$ cat src/rtl/bus_master_ctrl.sv
// Single-outstanding bus master: decodes a slave from the command address,
// drives one bus transaction and returns the response or an error.
module bus_master_ctrl #(
    parameter int NUM_SLAVES = 3,
    parameter int SEL_BITS   = 4,
    parameter int TIMEOUT    = 15
) (
    input  logic                    clk,
    input  logic                    rst_n,
    input  logic                    cmd_valid,
    output logic                    cmd_ready,
    input  logic                    cmd_mode,
    input  logic [15:0]             cmd_addr,
    input  logic [7:0]              cmd_wdata,
    output logic                    rsp_valid,
    input  logic                    rsp_ready,
    output logic [7:0]              rsp_rdata,
    output logic                    rsp_err,
    output logic                    mode,
    output logic [15:0]             addr,
    output logic [7:0]              wdata,
    output logic                    m_valid,
    output logic [NUM_SLAVES-1:0]   sl_select,
    input  logic [8*NUM_SLAVES-1:0] s_rdata,
    input  logic [NUM_SLAVES-1:0]   s_valid
);

    localparam int CW = $clog2(TIMEOUT + 1);
    localparam logic [CW-1:0] CNT_LAST = CW'(TIMEOUT - 1);
    localparam logic [CW-1:0] CNT_MAX  = {CW{1'b1}};

    typedef enum logic [1:0] {
        IDLE,
        REQ,
        WAIT,
        RESP
    } state_t;

    state_t                  state, state_nx;
    logic [CW-1:0]           cnt, cnt_nx;
    logic                    mode_nx;
    logic [15:0]             addr_nx;
    logic [7:0]              wdata_nx;
    logic [NUM_SLAVES-1:0]   sel_nx;
    logic [7:0]              rdata_nx;
    logic                    err_nx;

    logic [SEL_BITS-1:0]     cmd_idx;
    logic [NUM_SLAVES-1:0]   cmd_sel;
    logic                    sel_valid;
    logic [7:0]              sel_rdata;

    assign cmd_idx   = cmd_addr[15 -: SEL_BITS];
    assign cmd_ready = (state == IDLE);
    assign m_valid   = (state == REQ);
    assign rsp_valid = (state == RESP);

    // Out-of-range indices give an all-zero select, which flags a decode error.
    always_comb begin
        cmd_sel = '0;
        for (int i = 0; i < NUM_SLAVES; i++) begin
            cmd_sel[i] = (cmd_idx == SEL_BITS'(i));
        end
    end

    // Only the selected slave can complete the transaction.
    always_comb begin
        sel_valid = |(s_valid & sl_select);
        sel_rdata = '0;
        for (int i = 0; i < NUM_SLAVES; i++) begin
            if (sl_select[i]) begin
                sel_rdata = sel_rdata | s_rdata[8*i +: 8];
            end
        end
    end

    always_comb begin
        state_nx = state;
        cnt_nx   = cnt;
        mode_nx  = mode;
        addr_nx  = addr;
        wdata_nx = wdata;
        sel_nx   = sl_select;
        rdata_nx = rsp_rdata;
        err_nx   = rsp_err;
        unique case (state)
            IDLE: begin
                if (cmd_valid) begin
                    mode_nx  = cmd_mode;
                    addr_nx  = cmd_addr;
                    wdata_nx = cmd_wdata;
                    sel_nx   = cmd_sel;
                    if (|cmd_sel) begin
                        state_nx = REQ;
                    end else begin
                        rdata_nx = '0;
                        err_nx   = 1'b1;
                        state_nx = RESP;
                    end
                end
            end
            REQ: begin
                cnt_nx   = '0;
                state_nx = WAIT;
            end
            WAIT: begin
                if (sel_valid) begin
                    rdata_nx = sel_rdata;
                    err_nx   = 1'b0;
                    sel_nx   = '0;
                    state_nx = RESP;
                end else if (cnt == CNT_LAST) begin
                    rdata_nx = '0;
                    err_nx   = 1'b1;
                    sel_nx   = '0;
                    state_nx = RESP;
                end else if (cnt != CNT_MAX) begin
                    cnt_nx = cnt + 1'b1;
                end
            end
            RESP: begin
                if (rsp_ready) begin
                    state_nx = IDLE;
                end
            end
            default: state_nx = IDLE;
        endcase
    end

    always_ff @(posedge clk or negedge rst_n) begin
        if (!rst_n) begin
            state     <= IDLE;
            cnt       <= '0;
            mode      <= 1'b0;
            addr      <= '0;
            wdata     <= '0;
            sl_select <= '0;
            rsp_rdata <= '0;
            rsp_err   <= 1'b0;
        end else begin
            state     <= state_nx;
            cnt       <= cnt_nx;
            mode      <= mode_nx;
            addr      <= addr_nx;
            wdata     <= wdata_nx;
            sl_select <= sel_nx;
            rsp_rdata <= rdata_nx;
            rsp_err   <= err_nx;
        end
    end

endmodule
$ cat config.mk
export PLATFORM = sky130hd
export DESIGN_NAME = bus_master_ctrl
export DESIGN_NICKNAME = d
export VERILOG_FILES = /design/src/rtl/bus_master_ctrl.sv
export SDC_FILE = /design/constraint.sdc
export NUM_CORES = 1
export LEC_CHECK = 0
export CAP_MARGIN = 25
export CORE_MARGIN = 4
export CORE_UTILIZATION = 40
export CTS_CLUSTER_SIZE = 14
export DETAILED_ROUTE_END_ITERATION = 10
export GPL_TIMING_DRIVEN = 0
export PLACE_DENSITY = 0.75
export SLEW_MARGIN = 25
export SYNTH_ARGS = -nofsm -noshare
export SYNTH_HDL_FRONTEND = slang
export SYNTH_SLANG_ARGS = --single-unit
export TNS_END_PERCENT = 50
$ cat constraint.sdc
create_clock -name clk -period 2.2 [get_ports clk]
set_input_delay 0.55 -clock clk [delete_from_list [all_inputs] [get_ports clk]]
set_output_delay 0.55 -clock clk [all_outputs]
set_load 0.05 [all_outputs]
==> flow_summary.toml, run 1 <==
[timing]
fmax_mhz = 486.0
skew_ps = 9.368
slew_headroom_pct = 64.58
tightest_slew_ps = 529.6
tns_ps = 0
fin_crit_ps = 2058
slew_violations = 0
period_share_pct = 93.53
rsz0062_at_grt = "no"
setup_viol = 0
hold_violations = 0

[drt]
num_vias = 1672
drt-vias-per-instance = 5.145
wl_um = 5123
first_iter_violations = 73
avgRoutedWirePerCell_um = 15.76
first_pass_iters = 7
ant_nets = 0
drc = 0

[clocking]
clock_latency_ps = 290
tritoncts = "built"
path_clk_slew_ps = 80
cts_max_path_buffers = 2
cts_sinks = 43
root_buffer = "clkbuf_8"
ctsHoldBuffers = 0
cts_htree_levels = 2
cts_buffers = 5

[floorplanning]
die_w_um = 78.04
initial_core_util_pct = 41.54
die_area_um2 = 6089
die-height_um = 78.04
row_count = 25
coreArea_um2 = 4723
io_pins = 96

[placement]
dp_hpwl_um = 3959
globalplace.congestion = 0.7509
port-buffer-count = 95
dp.cells = 316

[logic_synthesis]
synth_fa_ha_area_share_pct = 3.827
synth_cell_types = 35
synthXorXnorAreaFrac_pct = 0.4464
ys_seq_area_share_pct = 54.85
syn_nets = 215
synth_seq_cells = 43
synthMuxAreaShare_pct = 16.52
synthSimpleGateAreaFrac_pct = 6.314
syn-cell-area_um2 = 1962
syn_inst = 153
yosysTopAreaCellShare_pct = 54.85
synth.largest_area_cell = "dfrtp_1"
synth_warnings = 0
synth_top_family_by_area = "multiplexers"
avgSynthCellArea_um2 = 12.82
synth-compound-area-share_pct = 14.16
synth_area_leaders = "dfrtp_1, mux2_2, a222oi_1"

[critical_path]
worst-endpoint-arrival_ps = 1510
reg2reg_slack_ps = 210
path_class = "reg2out"
crit_start = "state[1]"
r2r_end = "rsp_err"
crit_family = "buffers and inverters"
r2r_start = "state[0]"
cp.required_ps = 1650
crit_path_top_delay_cell = "dlygate4sd2_1"
worst-path-buf-inv = 2
cp_max_fo = 4
path_cells = "inv_1 -> ha_1 -> dlygate4sd2_1"
rr_worst_depth = 8
worstSetupStartpointType = "register"
end_kind = "primary output"
max_stage_delay_ps = 540

[power]
powerDensity_nw_per_um2 = 1480
switching_share_pct = 46.25
combPwrFrac_pct = 60.0
p_switching_uw = 2143
internal-power_uw = 2491
p_leak_uw = 0.001307
seq_power_share_pct = 27.3
ir_worst_vdd_uv = 855.8
clockPowerShare_pct = 12.6

[run]
maxCapViolCount = 0

[finish]
layout-drive-gt1-share_pct = 17.83
final_core_util_pct = 66.30
area.growth.synth_to_final_pct = 59.63
diodes = 0
fin_cells = 325
nNetsFinal = 320

[status]
status = "finished clean"

[worst_hold_path]
min_path_type = "in2async"

[global_route]
grt_remaining_overflow = 0
track_usage_pct = 17.79
grt_max_degree = 26
first_global_vias = 1833
grt_pass1_wl_um = 8576
antenna_found_initial = 0
-- power by group through the flow --
stage | registers (uW) | clock network, uW | logic, uW
3_5_place_dp | 1280 | 0 | 2790
2_1_floorplan | 2200 | 0 | 937
5_1_grt | 1310 | 639 | 2950
6_report | 1270 | 585 | 2780
3_3_place_gp | 1260 | 0 | 2750
4_1_cts | 1270 | 603 | 2800
-- area by class of cell --
cell class	count	area, um^2
flip-flops and latches	43	1076
clock buffers	6	72.57
repair buffers	98	977.2
clock inverters	1	30.03
fillers	382	1592
well taps	67	83.83
inverters	9	33.78
plain buffers	8	45.04
multi-input cells	93	813.3
-- worst register-to-register path, cell delays in order (launching register included) --
cell and delay (ps):
dfrtp_1 410, inv_1 100, ha_1 170, clkbuf_1 300, mux2i_2 330, a2111o_1 150, buf_2 200, o21ai_0 110
a31oi_1 140
-- cells by family after synthesis --
group	Yosys count
DFF	43
xor gates and xnor gates	1
AOI/OAI and AO/OA	34
muxes	29
adders and majority gates	6
buffers and inverters	17
and+or+nand+nor	23
-- metrics by stage --
step / hold slack, ps / instance area [um^2] / worst slack [ps] / power (uW)
4_1_cts: 208.1 / 3126 / 30.87 / 4669
5_1_grt: 217.3 / 3132 / 13.73 / 4907
3_5_place_dp: 481.9 / 3012 / -494.6 / 4071
2_1_floorplan: 254.4 / 1962 / 20.47 / 3140
6_report: 197.4 / 3132 / 142.4 / 4634
3_3_place_gp: 470.4 / 2997 / -588.8 / 4009
-- what timing repair did --
item,4_1_cts,5_1_grt
pin swaps,1,0
gates resized for setup,3,5
setup endpoints to repair,19,21
buffers inserted,2,0
-- state kept, by name (all words and copies together) (netlist names) --
name / flops
addr: 16
cnt: 4
mode: 1
rsp_err: 1
rsp_rdata: 8
sl_select: 3
state: 2
wdata: 8
-- per-layer routing --
metal | vias to the layer above | wire, um | global-route usage, %
met2 | 72 | 2507 | 30.48
met3 | 7 | 598 | 9.060
met5 | - | 0 | 0
li1 | 781 | - | -
met4 | 0 | 45 | 4.196
met1 | 812 | 1971 | 19.69
-- how the worst max path moves through the flow --
| stage | depth (start not counted) | endpoint | slack [ps] |
|---|---|---|---|
| floorplan | 8 | rsp_err | 20 |
| global placement | 1 | rsp_rdata[0] | -590 |
| detailed placement | 5 | rsp_rdata[1] | -490 |
| CTS | 6 | addr[4] | 30 |
| global route | 8 | rsp_err | 10 |
| finish | 3 | m_valid | 140 |
-- cell usage in the layout (no fill, tap or decap), types with 3 or more instances in the layout --
master            n
clkbuf_1          4
clkdlybuf4s50_1  91
buf_4             3
a21oi_1           4
clkbuf_8          5
a222oi_1          9
nand2_1           3
o2bb2ai_1         8
nand3_1           4
inv_1             9
nor3_1            5
mux2_2           27
dfrtp_1          43
ha_1              6
dlygate4sd2_1     3
-- cell usage after synthesis --
| cell type | count |
|---|---|
| or3_1 | 1 |
| or3b_2 | 1 |
| ha_1 | 6 |
| mux2i_1 | 2 |
| a32o_1 | 1 |
| nor3b_1 | 1 |
| a22oi_1 | 1 |
| o21ai_0 | 2 |
| nand2b_1 | 2 |
| o22ai_1 | 2 |
| nand3_1 | 4 |
| and3_1 | 1 |
| nor2_1 | 2 |
| a222oi_1 | 9 |
| buf_4 | 1 |
| and2_1 | 1 |
| nor3_1 | 5 |
| a311o_1 | 1 |
| o2bb2ai_1 | 8 |
| nand2_2 | 1 |
| a21o_1 | 1 |
| a2111o_1 | 1 |
| a21oi_1 | 4 |
| dfrtp_1 | 43 |
| nand4_1 | 1 |
| clkbuf_1 | 5 |
| o21ai_2 | 1 |
| buf_2 | 1 |
| a31oi_1 | 2 |
| nand2_1 | 3 |
| a211oi_1 | 1 |
| xnor2_1 | 1 |
| buf_6 | 1 |
| inv_1 | 9 |
| mux2_2 | 27 |
Power figures use the tool's default switching activity.
==> inputs of run 2 (changes only) <==
--- a/config.mk
+++ b/config.mk
@@ -5,6 +5,7 @@
 export SDC_FILE = /design/constraint.sdc
 export NUM_CORES = 1
 export LEC_CHECK = 0
+export ABC_AREA = 0
 export CAP_MARGIN = 25
 export CORE_MARGIN = 4
 export CORE_UTILIZATION = 40
==> results of run 2 <==
No change in the layout: final DEF, timing and power equal those of run 1.
